--- src/rtl/fifo_drain_savemod.sv ---
// Drains the capture FIFO into SDRAM, one single-word write per popped word,
// at a linearly incrementing wrapping address.
module fifo_drain_savemod #(
    parameter int                ADDR_W    = 24,
    parameter logic [ADDR_W-1:0] ADDR_BASE = 24'd0,
    parameter logic [ADDR_W-1:0] ADDR_LAST = 24'hFFFFFF
) (
    input  logic              CLOCK,
    input  logic              RESET,
    input  logic              iEnable,
    input  logic              iClear,
    input  logic [1:0]        iTag,
    input  logic [15:0]       iData,
    output logic              oEn,
    output logic [1:0]        oCall,
    output logic [ADDR_W-1:0] oAddr,
    output logic [15:0]       oData,
    input  logic              iDone,
    output logic [ADDR_W-1:0] oCount,
    output logic              oOverflow
);

    typedef enum logic [1:0] {
        IDLE = 2'd0,
        CALL = 2'd1,
        NEXT = 2'd2
    } state_t;

    state_t            state_q, state_d;
    logic              en_q, en_d;
    logic [15:0]       data_q, data_d;
    logic [ADDR_W-1:0] addr_q, addr_d;
    logic [ADDR_W-1:0] count_q, count_d;
    logic              clr_q, clr_d;
    logic              ovf_q, ovf_d;

    always_ff @(posedge CLOCK or negedge RESET) begin
        if (!RESET) begin
            state_q <= IDLE;
            en_q    <= 1'b0;
            data_q  <= '0;
            addr_q  <= ADDR_BASE;
            count_q <= '0;
            clr_q   <= 1'b0;
            ovf_q   <= 1'b0;
        end else begin
            state_q <= state_d;
            en_q    <= en_d;
            data_q  <= data_d;
            addr_q  <= addr_d;
            count_q <= count_d;
            clr_q   <= clr_d;
            ovf_q   <= ovf_d;
        end
    end

    always_comb begin
        state_d = state_q;
        en_d    = 1'b0;
        data_d  = data_q;
        addr_d  = addr_q;
        count_d = count_q;
        clr_d   = clr_q;
        ovf_d   = ovf_q | iTag[1];
        unique case (state_q)
            IDLE: begin
                if (iClear) begin
                    addr_d  = ADDR_BASE;
                    count_d = '0;
                end
                if (iEnable && !iTag[0]) begin
                    data_d  = iData;
                    en_d    = 1'b1;
                    state_d = CALL;
                end
            end
            CALL: begin
                // a clear here is deferred so the in-flight write keeps its address
                if (iClear) clr_d = 1'b1;
                if (iDone) state_d = NEXT;
            end
            NEXT: begin
                if (iClear || clr_q) begin
                    addr_d  = ADDR_BASE;
                    count_d = '0;
                end else begin
                    addr_d  = (addr_q == ADDR_LAST) ? ADDR_BASE
                                                    : addr_q + ADDR_W'(1);
                    count_d = count_q + ADDR_W'(1);
                end
                clr_d   = 1'b0;
                state_d = IDLE;
            end
            default: state_d = IDLE;
        endcase
    end

    assign oEn       = en_q;
    assign oCall     = {state_q == CALL, 1'b0};
    assign oAddr     = addr_q;
    assign oData     = data_q;
    assign oCount    = count_q;
    assign oOverflow = ovf_q;

endmodule

--- config.mk ---
export PLATFORM = sky130hd
export DESIGN_NAME = fifo_drain_savemod
export DESIGN_NICKNAME = d
export VERILOG_FILES = /design/src/rtl/fifo_drain_savemod.sv
export SDC_FILE = /design/constraint.sdc
export NUM_CORES = 1
export LEC_CHECK = 0
export CAP_MARGIN = 20
export CORE_UTILIZATION = 40
export DETAILED_ROUTE_END_ITERATION = 12
export GPL_ROUTABILITY_DRIVEN = 0
export PLACE_DENSITY = 0.76
export SLEW_MARGIN = 20
export SYNTH_ARGS = -nofsm -noshare
export SYNTH_HDL_FRONTEND = slang
export SYNTH_SLANG_ARGS = --single-unit
--- constraint.sdc ---
create_clock -name CLOCK -period 2.68 [get_ports CLOCK]
set_clock_uncertainty 0.05 [all_clocks]
set_input_delay 0.536 -clock CLOCK [delete_from_list [all_inputs] [get_ports CLOCK]]
set_output_delay 0.536 -clock CLOCK [all_outputs]
set_load 0.02 [all_outputs]
==> flow_metrics.py <==
metrics = {
    "clocking": {
        "cts_resized": 0,
        "cts_tree": "done",
        "cts_made_buffers": 9,
        "post_cts_buffers": 0,
        "htreeDepth": 3,
        "clock_path_buffers": 2,
        "clk_pin_slew_ps": 90,
        "cts_root_buf": "clkbuf_8",
        "clock_sinks": 69,
        "cts.hold.buffers_added": 0,
        "clk_latency_ps": 350,
    },
    "timing": {
        "finalCriticalPeriod_ps": 2339,
        "tns_ps": 0,
        "fin_crit_sh": 0.8728,
        "slew_violations": 0,
        "rsz0062_at_grt": "false",
        "worst_slew_pin_slew_ps": 828.6,
        "max_slew_margin": 0.4456,
        "setup_violations": 0,
        "fmax_ghz": 0.4275,
        "hold_viol": 0,
    },
    "die": {
        "rows": 33,
        "start_util": 0.4131,
        "die_h_um": 94.12,
        "num_io_pins": 91,
        "die_area_um2": 8859,
        "core_area_um2": 8217,
        "die_x_um": 94.12,
    },
    "final_layout": {
        "final_cell_mix": "clkdlybuf4s50_1, dfrtp_1, nand2_1",
        "multi_input_area_um2": 1569,
        "num_antenna_cells": 0,
        "fin_area_um2": 4618,
        "fin_nets": 452,
        "n_fill_cell": 709,
        "seqCellArea_um2": 1727,
        "layoutNonFillerInstCount": 537,
        "final_common_cell": "clkdlybuf4s50_1",
        "area_growth_pct": 36.05,
        "utilization": 0.5621,
        "final_layout_size_suffix_gt1_frac": 0.1250,
    },
    "routing": {
        "top_layer": "met4",
        "via_per_inst": 5.514,
        "drtIter0Drc": 205,
        "wl_met3_um": 488,
        "vias": 2961,
        "wl_mm": 8.116,
        "wl_met2_mm": 3.981,
        "wire_per_inst_um": 15.11,
        "dr.pass1.iters": 4,
        "met1_length_mm": 3.579,
        "drcViolationCount": 0,
        "ant_nets": 0,
    },
    "global_route": {
        "grt_overflow": 0,
        "grt_first_pass_wirelength_mm": 13.81,
        "track_usage": 0.2025,
        "antenna_found_initial": 0,
        "grt_start_max_net_pins": 45,
        "grt_pass1_vias": 2870,
    },
    "placed_design": {
        "place_area_um2": 4436,
        "hpwl_mm": 5.761,
        "portBuffers": 89,
        "placedCellCount": 521,
    },
    "pwr": {
        "power_frac_comb": 0.205,
        "p_leak_nw": 1.881,
        "p_clk_frac": 0.318,
        "vdd_drop_max_mv": 0.4232,
        "seqPwrFrac": 0.478,
        "swShare": 0.2914,
        "power.density_nw_per_um2": 532.5,
        "p_int_mw": 1.743,
        "switching_power_uw": 716.6,
        "power.total_mw": 2.459,
    },
    "setup_path": {
        "critPathCaptureType": "output pin",
        "start_kind": "register",
        "crit_type": "register to output pin",
        "worstPathArrival_ps": 1750,
        "cp_max_fo": 5,
        "crit_required_ps": 2090,
    },
    "status": {
        "status": "finished clean",
    },
    "synthesis": {
        "ys_warn_count": 0,
        "synthesis.nets": 359,
        "netlist_instances": 334,
        "synth_edf_count": 0,
        "seq_area_frac_synth": 0.5087,
        "ys_ff_latch": 69,
        "synth-async-reset-ratio": 1.000,
        "syn_area_per_cell_um2": 10.16,
        "synthDistinctLibCells": 46,
        "netlist_area_um2": 3395,
        "synth_flop_cell": "dfrtp_1",
    },
    "flow_run": {
        "cap_violations": 0,
    },
    "worst_hold_path": {
        "hold_class": "input pin to asynchronous set/reset pin",
    },
}
==> flip-flops by register name, summed over array words and instances (netlist names) <==
signal and cells:
oOverflow 1, oAddr 24, state_q 2, clr_q 1, oCount 24, oData 16
oEn 1
==> kinds of logic (layout without fill, tap and decap cells) <==
kind of cell,count (synthesis),after routing,synth area share
XOR/XNOR,12,12,0.03096
other,1,1,0.001105
buffers and inverters,23,121,0.03170
flip-flops,69,69,0.5087
AND/OR/NAND/NOR,128,128,0.2094
adder cells (fa/ha/maj),2,2,0.007371
AO/OA/AOI/OAI,80,80,0.1485
multiplexers,19,19,0.06229
==> layer usage <==
layer  GRT usage  vias to the layer above
met5           0                        -
met4     0.09359                        0
met3     0.05987                        8
met2      0.3090                       90
met1      0.2633                     1450
li1            -                     1413
==> metrics by stage <==
stage / hold WS (ps) / worst slack [ps]
floorplan: 190.4 / 517.8
global placement: 404.0 / 447.8
detailed placement: 408.3 / 391.2
CTS: 142.7 / 303.9
global route: 171.6 / 223.5
finish: 130.4 / 341.0
==> power by group through the flow <==
stage | clock network [mW] | logic [mW] | registers [mW]
4_1_cts | 0.800 | 0.511 | 1.18
5_1_grt | 0.852 | 0.541 | 1.19
2_1_floorplan | 0 | 0.159 | 1.28
3_5_place_dp | 0 | 0.509 | 1.20
6_report | 0.781 | 0.503 | 1.17
3_3_place_gp | 0 | 0.500 | 1.19
==> cell usage after synthesis, drive strengths merged, types with 8 or more instances <==
library cell / count / area (um2)
mux2: 17 / 191.4
and3: 11 / 68.82
nor3: 9 / 45.04
dfrtp: 69 / 1727
nor2: 24 / 90.09
buf: 8 / 50.04
nand4: 15 / 123.9
nand2: 29 / 108.9
xnor2: 10 / 87.58
clkbuf: 9 / 35.03
a31oi: 17 / 121.4
a21oi: 15 / 75.07
nand3: 17 / 90.09
o21ai: 28 / 140.1
==> cell type report <==
cell class,count,area share
Sequential cell,69,0.3739
Multi-Input combinational cell,242,0.3397
Timing Repair Buffer,99,0.2135
Clock buffer,10,0.02980
Tap cell,105,0.02845
Clock inverter,6,0.009753
Inverter,6,0.004877
==> path summary, 6_finish.rpt <==
| check | start | cells past startpoint | slack (ps) | end |
|---|---|---|---|---|
| worst max register to register | oAddr[0]$_DFFE_PN0P_ | 7 | 470 | oAddr[13]$_DFFE_PN0P_ |
| min in group CLOCK | oOverflow$_DFF_PN0_ | 1 | 430 | oOverflow$_DFF_PN0_ |
| max in group asynchronous | RESET | 2 | 1790 | oAddr[6]$_DFFE_PN0P_ |
| worst min register to register | oOverflow$_DFF_PN0_ | 1 | 430 | oOverflow$_DFF_PN0_ |
| worst min-delay path | RESET | 1 | 130 | oCount[6]$_DFFE_PN0P_ |
| worst max-delay path | state_q[0]$_DFFE_PN0P_ | 2 | 340 | oCall[1] |
==> critical path, cell delays in order, from the launching register on <==
cell             delay (ps)
dfrtp_1                 420
nor2b_1                 310
clkdlybuf4s50_1         680
Note: power is estimated with default switching activity, not from simulation.
==> variant: new RTL, config.mk and constraints unchanged <==
Register the inputs `iEnable`, `iClear`, `iTag`, `iData` and `iDone` before use, cleared by the reset. The logic sees them one clock later.
--- a/src/rtl/fifo_drain_savemod.sv
+++ b/src/rtl/fifo_drain_savemod.sv
@@ -26,4 +26,26 @@
         NEXT = 2'd2
     } state_t;
+
+    logic iEnable_q;
+    logic iClear_q;
+    logic [1:0] iTag_q;
+    logic [15:0] iData_q;
+    logic iDone_q;
+
+    always_ff @(posedge CLOCK or negedge RESET) begin
+        if (!RESET) begin
+            iEnable_q <= '0;
+            iClear_q  <= '0;
+            iTag_q    <= '0;
+            iData_q   <= '0;
+            iDone_q   <= '0;
+        end else begin
+            iEnable_q <= iEnable;
+            iClear_q  <= iClear;
+            iTag_q    <= iTag;
+            iData_q   <= iData;
+            iDone_q   <= iDone;
+        end
+    end
 
     state_t            state_q, state_d;
@@ -62,13 +84,13 @@
         count_d = count_q;
         clr_d   = clr_q;
-        ovf_d   = ovf_q | iTag[1];
+        ovf_d   = ovf_q | iTag_q[1];
         unique case (state_q)
             IDLE: begin
-                if (iClear) begin
+                if (iClear_q) begin
                     addr_d  = ADDR_BASE;
                     count_d = '0;
                 end
-                if (iEnable && !iTag[0]) begin
-                    data_d  = iData;
+                if (iEnable_q && !iTag_q[0]) begin
+                    data_d  = iData_q;
                     en_d    = 1'b1;
                     state_d = CALL;
@@ -77,9 +99,9 @@
             CALL: begin
                 // a clear here is deferred so the in-flight write keeps its address
-                if (iClear) clr_d = 1'b1;
-                if (iDone) state_d = NEXT;
+                if (iClear_q) clr_d = 1'b1;
+                if (iDone_q) state_d = NEXT;
             end
             NEXT: begin
-                if (iClear || clr_q) begin
+                if (iClear_q || clr_q) begin
                     addr_d  = ADDR_BASE;
                     count_d = '0;
Check against the original RTL: not equivalent (Yosys sat finds a counterexample within 4 cycles, from zero or initial values and one cycle with RESET low).
==> variant against the original RTL <==
Combinational power is 0.8% lower; sequential share of layout area grew 6.0 points; cell area up 12%; worst setup slack lost 0.0036 ns; synthesized area increased by 15%; total power grew 21%; routed wire length grew 9.0%; sequential cell count rose by 21; utilization is 0.80 points lower.
==> variant: results (changes against the original RTL) <==
NonClk Buf Share: 18.9% (was 21.3%)
FF+latch area: 0.00225 mm² (was 0.00173 mm²)
reg2reg path depth: 8 (was 7)
r2r setup slk: 0.43 ns (was 0.47 ns)
multi-input combinational area share: 30.0% (was 34.0%)
nets@finish: 483 (was 452)
Via density: 5.43 (was 5.51)
LEAKAGE: 2.10 nW (was 1.88 nW)
layout cell share with drive strength beyond 1: 11.4% (was 12.5%)
FF-to-FF End: oAddr[10] (was oAddr[13])
Hold Worst Slack: 0.115 ns (was 0.130 ns)
Detail Placement HPWL: 6.09 mm (was 5.76 mm)
Yosys reg bits: 90 (was 69)
Multi-input comb cells: 250 (was 242)
clock buffers: 11 (was 10)
first-pass GRT wire length: 14.8 mm (was 13.8 mm)
Final Routed Wirelength: 8.85 mm (was 8.12 mm)
TAP cells: 129 (was 105)
gr usage total: 18.6% (was 20.3%)
Clock buf/inv share: 4.07% (was 3.96%)
Worst slew margin: 51.1% (was 44.6%)
post-synthesis cell type count: 48 (was 46)
Fillers: 835 (was 709)
syn_nets: 389 (was 359)
register area share after synthesis: 57.6% (was 50.9%)
number of global-route vias before repair: 3157 (was 2870)
status: completed (unchanged)
## variant: cell count changes in the layout (fill, tap and decap cells not counted), sizes merged, moves of 4 or more
cell,change
dfrtp,+21
nand2,+17
nor2,-15
o21ai,+12
xnor2,-9
and3,-5
a31oi,-4
nand3,+4
nand4,-4
o211ai,+4
or4,+4
## variant: through the flow
stage,setup slack (ns),instances,utilization [%]
6_report,0.337,592,55.4
5_1_grt,0.214,592,55.4
4_1_cts,0.309,592,55.4
3_5_place_dp,0.463,576,53.2
3_3_place_gp,0.537,576,53.2
2_1_floorplan,0.627,364,-
## variant: logic make-up (layout without fill, tap and decap cells)
| logic type | after synthesis | after routing | synth area share (%) |
|---|---|---|---|
| other | 1 | 1 | 0.0959 |
| multiplexers | 17 | 17 | 4.87 |
| buffers and inverters | 24 | 123 | 2.85 |
| AND/OR/NAND/NOR | 125 | 125 | 16.7 |
| XOR/XNOR | 3 | 3 | 0.672 |
| AO/OA/AOI/OAI | 102 | 102 | 16.6 |
| adder cells (fa/ha/maj) | 2 | 2 | 0.640 |
| flip-flops | 90 | 90 | 57.6 |
## variant: power by group through the flow
| stage | Sequential, mW | Clock [mW] | Combinational (mW) |
|---|---|---|---|
| 3_3_place_gp | 1.53 | 0 | 0.494 |
| 3_5_place_dp | 1.53 | 0 | 0.502 |
| 5_1_grt | 1.52 | 1.05 | 0.541 |
| 4_1_cts | 1.51 | 0.998 | 0.506 |
| 2_1_floorplan | 1.62 | 0 | 0.159 |
| 6_report | 1.51 | 0.971 | 0.499 |
## variant: per-layer routing
metal  GRT usage (%)  share of wire [%]
met5               0                  0
met4            7.13                1.4
met3            7.00                9.2
met2            28.7                 46
met1            24.0                 43
## variant: worst max-delay path, cell delays in order (launching register included)
cell and delay (ns):
dfrtp_1 0.43, nor2b_1 0.30, clkdlybuf4s50_1 0.69
